## src/rtl/mod_adder.sv

```systemverilog
`timescale 1ns/1ps
// mod_adder: two-stage pipelined modular adder.
// For each accepted operand set it returns (a + b) reduced by at most one
// subtraction of q, truncated to QW bits.
//
// Ports
//   clk_i    : clock, all registers rising-edge
//   rst_n_i  : asynchronous active-low reset, clears every register
//   valid_i  : qualifies a_i / b_i / q_i for sampling on this edge
//   a_i, b_i : DW-bit unsigned operands
//   q_i      : QW-bit unsigned modulus, sampled with the operands
//   valid_o  : result qualifier, high for one cycle per accepted input
//   c_o      : QW-bit result, holds the last valid result while valid_o is low
//
// Timing: operands sampled at edge k appear on c_o/valid_o after edge k+1.
// QW must be smaller than DW.
module mod_adder #(
   parameter int unsigned DW = 24,
   parameter int unsigned QW = 23
) (
   input  logic          clk_i,
   input  logic          rst_n_i,
   input  logic          valid_i,
   input  logic [DW-1:0] a_i,
   input  logic [DW-1:0] b_i,
   input  logic [QW-1:0] q_i,
   output logic          valid_o,
   output logic [QW-1:0] c_o
);

   // Sum keeps the carry; difference carries one extra bit as the borrow flag.
   localparam int unsigned SW  = DW + 1;
   localparam int unsigned DFW = DW + 2;

   logic [SW-1:0]     s_c;
   logic [DFW-1:0]    d_c;
   logic              borrow_c;
   logic [QW-1:0]     d_lo_c;
   logic [DFW-2:QW]   d_unused_c;

   // Stage-1 registers
   logic              vld1_q, vld1_d;
   logic              borrow1_q, borrow1_d;
   logic [QW-1:0]     s_lo1_q, s_lo1_d;
   logic [QW-1:0]     d_lo1_q, d_lo1_d;

   // Stage-2 (output) registers
   logic              vld2_q, vld2_d;
   logic [QW-1:0]     c_q, c_d;

   // Full-width sum and difference; the difference top bit is set exactly when s < q.
   assign s_c      = SW'(a_i) + SW'(b_i);
   assign d_c      = DFW'(s_c) - DFW'(q_i);
   assign borrow_c = d_c[DFW-1];
   assign d_lo_c   = d_c[QW-1:0];
   // Middle difference bits never reach the result (truncation to QW bits).
   assign d_unused_c = d_c[DFW-2:QW];

   // Stage-1 next state: only the low QW bits of s and d can ever be selected,
   // so only those are kept; data registers hold when no operand is offered.
   always_comb begin
      vld1_d    = valid_i;
      borrow1_d = borrow1_q;
      s_lo1_d   = s_lo1_q;
      d_lo1_d   = d_lo1_q;
      if (valid_i) begin
         borrow1_d = borrow_c;
         s_lo1_d   = s_c[QW-1:0];
         d_lo1_d   = d_lo_c;
      end
   end

   // Stage-2 next state: single conditional subtraction, result held between valids.
   always_comb begin
      vld2_d = vld1_q;
      c_d    = c_q;
      if (vld1_q) begin
         c_d = borrow1_q ? s_lo1_q : d_lo1_q;
      end
   end

   // Pipeline registers
   always_ff @(posedge clk_i or negedge rst_n_i) begin
      if (!rst_n_i) begin
         vld1_q    <= 1'b0;
         borrow1_q <= 1'b0;
         s_lo1_q   <= '0;
         d_lo1_q   <= '0;
         vld2_q    <= 1'b0;
         c_q       <= '0;
      end else begin
         vld1_q    <= vld1_d;
         borrow1_q <= borrow1_d;
         s_lo1_q   <= s_lo1_d;
         d_lo1_q   <= d_lo1_d;
         vld2_q    <= vld2_d;
         c_q       <= c_d;
      end
   end

   assign valid_o = vld2_q;
   assign c_o     = c_q;

endmodule

```

## config.mk

```make
export PLATFORM = sky130hd
export DESIGN_NAME = mod_adder
export DESIGN_NICKNAME = d
export VERILOG_FILES = /design/src/rtl/mod_adder.sv
export SDC_FILE = /design/constraint.sdc
export NUM_CORES = 1
export LEC_CHECK = 0
export ABC_AREA = 1
export CAP_MARGIN = 10
export CORE_UTILIZATION = 45
export CTS_BUF_LIST = sky130_fd_sc_hd__clkbuf_8 sky130_fd_sc_hd__clkbuf_16
export CTS_CLUSTER_SIZE = 10
export DETAILED_ROUTE_END_ITERATION = 16
export GPL_ROUTABILITY_DRIVEN = 0
export HOLD_SLACK_MARGIN = 0.06
export MAX_ROUTING_LAYER = met4
export PLACE_DENSITY = 0.69
export SLEW_MARGIN = 20
export SYNTH_ARGS = -nofsm -noshare
export SYNTH_HDL_FRONTEND = slang
export SYNTH_SLANG_ARGS = --single-unit
```

## constraint.sdc

```tcl
create_clock -name clk_i -period 3.1 [get_ports clk_i]
set_input_delay 0.62 -clock clk_i [delete_from_list [all_inputs] [get_ports clk_i]]
set_output_delay 0.62 -clock clk_i [all_outputs]
set_load 0.05 [all_outputs]
```

==> impl_metrics.csv, run 1 <==
group,metric,value,unit
run_status,failed_checks,"negative setup slack",
synthesis,synthArstFlopShare,100.0,%
synthesis,synthTopCellsByCount,"nand2_1 (365), inv_1 (122), nor2_1 (78), dfrtp_1 (72), nand3_1 (53)",
sta,fin_crit,3.262,ns
grt,antenna_found_initial,0,
clocking,clk_pin_slew_worst_paths,0.06,ns
setup_path,path_max_fanout,5,
sta,post-route-period-util,105.2,%
cells_and_area,n_antenna_cell,0,
route,drt_iter0_drc,819,
floorplan,initial_core_util,46.01,%
sta,rsz0062_at_grt,"yes",
cells_and_area,nets,1332,
power_and_ir_drop,leakage,0.005132,uW
clocking,cts_hold_buf,0,
route,viasPerCell,5.524,
sta,max_freq,306.5,MHz
run_status,status,"complete, but fails checks",
synthesis,yosysUniqueCellTypes,32,
clocking,cts_buffer_depth,2,
route,dr.pass1.iters,8,
run,drv_cap,0,
synthesis,synth-seq-area-share,29.69,%
placed_design,port_buffers,97,
setup_path,crit_path_top_delay_cell,"a21oi_1",
sta,drv_slew,0,
setup_path,crit_path_max_incr_delay,0.33,ns
setup_path,cp-start-kind,"input port",
synthesis,mappedNetlistArea,6068,sq um
sta,fin_ws,-0.1621,ns
route,wire_per_inst,16.98,um
setup_path,end_kind,"register",
synthesis,yosysMostFrequentCell,"nand2_1",
synthesis,synth-edff-count,0,
setup_path,worst_path_most_repeated_cell,"nand2_1",
clocking,root_buffer,"clkbuf_16",
cells_and_area,layout.cells.non_filler,1390,
synthesis,synth_top_area_share,29.69,%
floorplan,die_x,118.1,um
sta,worst_pin_slew,0.7472,ns
cells_and_area,drive_above_1_share,36.74,%
route,ant_nets,0,
route,via_count,7679,
floorplan,die_h,118.1,um
clocking,htreeDepth,3,
grt,grt_pass1_vias,7102,
route,drcViolationCount,0,
grt,overflow,0,
placed_design,placed_cells,1337,
grt,grt_util_all_layers,30.56,%
synthesis,synth_ff_type,"dfrtp_1",
setup_path,cp.required,3.31,ns
floorplan,die_area,13950,sq um
sta,setup_viol,9,
setup_path,rrSetupSlack,1.73,ns
synthesis,netlist_instances,944,
sta,slew_headroom,50.13,%
sta,hold_viol_final,0,
synthesis,synth_seq_cells,72,
clocking,cts_made_buffers,9,
worst_hold_path,hp-class,"in2async",
synthesis,yosys-top-cells-area,"dfrtp_1 (30%), nand2_1 (23%), ha_1 (9.7%)",
power_and_ir_drop,power.total,5629,uW
grt,grt_pass1_wl,33050,um
power_and_ir_drop,ir_drop,0.3269,mV
synthesis,yosysWarnings,0,
synthesis,synth_area_leader_cell,"dfrtp_1",
setup_path,critPathKind,"in2reg",
placed_design,dpl.hpwl,14080,um
floorplan,io_pins,98,
power_and_ir_drop,power_density,552.1,nW/um^2
clocking,clk_latency,0.33,ns
synthesis,syn_nets,1067,
sta,skew,0.009980,ns
floorplan,core_area,13190,sq um
setup_path,crit_arrival,3.47,ns
clocking,cts_sinks,72,
clocking,cts_tree,"yes",
route,drt_wl_total,23600,um
floorplan,num_rows,42,
setup_path,worstPathCellList,"dlygate4sd2_1 > ha_4 > a21oi_1 > nand2_1 > a21oi_4 > nand2_8 > xor2_4 > ha_4 > nand4_1 > nor2_4 > nand4_1 > nand3_1 > nand2_1 > nand3_1 > nand2_1",
grt,grt_start_max_net_pins,73,
synthesis,avgSynthCellArea,6.428,sq um
sta,whs,0.3006,ns
cells_and_area,syn2layout_area_growth,68.02,%
-- placed cells by master (no fill, tap or decap), types with 4 or more instances in the layout --
| cell | instances |
|---|---|
| xor2_4 | 6 |
| a21oi_1 | 13 |
| o21bai_1 | 5 |
| inv_1 | 115 |
| nand3_2 | 15 |
| dlygate4sd2_1 | 22 |
| a21oi_2 | 17 |
| nand2_2 | 73 |
| ha_4 | 37 |
| dfrtp_1 | 72 |
| nor2_4 | 15 |
| o21ai_0 | 16 |
| nor3_4 | 8 |
| buf_4 | 169 |
| clkbuf_2 | 4 |
| nand2_1 | 285 |
| nor2_1 | 50 |
| nand4_1 | 20 |
| buf_6 | 7 |
| nand3_1 | 40 |
| xor2_1 | 4 |
| a31oi_1 | 26 |
| ha_1 | 9 |
| clkdlybuf4s50_1 | 57 |
| a21oi_4 | 6 |
| and2_4 | 6 |
| nand2_4 | 19 |
| xnor2_1 | 4 |
| clkdlybuf4s15_1 | 7 |
| dlymetal6s2s_1 | 6 |
| clkbuf_16 | 9 |
| inv_2 | 12 |
| nor2_2 | 17 |
| nand3b_1 | 4 |
-- cell type report --
cell class / count / area, sq um
inverters: 128 / 485.5
repair buffers: 274 / 2301
well taps: 176 / 220.2
flip-flops and latches: 72 / 1802
clock inverters: 6 / 60.06
fillers: 864 / 2994
clock buffers: 10 / 239.0
multi-input cells: 724 / 5089
-- sequential cells by signal, summed over array words and instances, names as in the netlist --
signal / flops
borrow1_q: 1
c_o: 23
d_lo1_q: 23
s_lo1_q: 23
valid_o: 1
vld1_q: 1
-- stage by stage --
stage	worst slack [ns]	util (%)	setup TNS, ns	area [sq um]
after detailed placement	-0.7623	62.50	-11.11	8244
after global routing	-0.2720	77.30	-1.508	10200
after floorplan	0.005481	-	0	6071
after CTS	0.0002600	72.13	0	9514
final	-0.1621	77.30	-0.5352	10200
after global placement	-0.7151	62.50	-10.50	8244
-- where the power goes --
| group | leakage (uW) | total (uW) | switching (uW) | internal, uW |
|---|---|---|---|---|
| registers | 0.000854 | 1330 | 145 | 1190 |
| logic | 0.00412 | 3260 | 1860 | 1400 |
| clock network | 0.000155 | 1040 | 395 | 642 |
-- metal layers --
metal  track usage, %  vias up  wire length (um)
met5                -        -                 0
met4            17.39        0              1796
met2            50.11      483             11070
met1            36.81     3488              8895
met3            2.955      184              1840
li1                 -     3524                 -
-- worst max-delay path, delay by kind of cell --
kind	cells	cell delay [ns]
AOI/OAI and AO/OA	2	0.53
and+or+nand+nor	9	1.27
xor gates and xnor gates	1	0.20
adders and majority gates	2	0.58
buffers and inverters	1	0.26
-- cell families after synthesis --
family | synth area share, %
fa+ha+maj | 10.35
flops | 29.69
xor+xnor | 2.990
buf+inv | 9.175
simple gates | 39.51
compound gates | 8.289
-- path summary, 6_finish.rpt --
kind | startpoint | end | cells after the start
setup / recovery | a_i[15] | d_lo1_q[18] | 15
hold / removal | rst_n_i | c_o[6] | 2
setup reg to reg | vld1_q | c_o[11] | 3
hold reg to reg | s_lo1_q[1] | s_lo1_q[1] | 2
max in group asynchronous | rst_n_i | c_o[16] | 2
min in group clk_i | s_lo1_q[1] | s_lo1_q[1] | 2
-- repair_timing --
| item | in CTS | in global routing |
|---|---|---|
| setup endpoints to repair | 19 | 19 |
| pin swaps | 94 | 111 |
| buffers inserted | 18 | 19 |
| gates cloned | 0 | 0 |
| resized for setup | 186 | 153 |
Note: power is estimated with default switching activity, not from simulation.
==> run 2, diff against run 1 <==
CAP_MARGIN = not set   (was 10)
==> results of run 2 <==
No change in the layout: final DEF, timing and power equal those of run 1.
==> run 3, diff against run 2 <==
--- a/constraint.sdc
+++ b/constraint.sdc
@@ -3,2 +3,2 @@
 set_output_delay 0.62 -clock clk_i [all_outputs]
-set_load 0.05 [all_outputs]
+set_load 0.005 [all_outputs]
==> results of run 3 <==
The final DEF is identical to that of run 1. Status: complete, but fails checks: negative setup slack.
Among the figures that moved: total power 5629 uW -> 5314 uW; worst IR drop on VDD 0.3269 mV -> 0.3247 mV
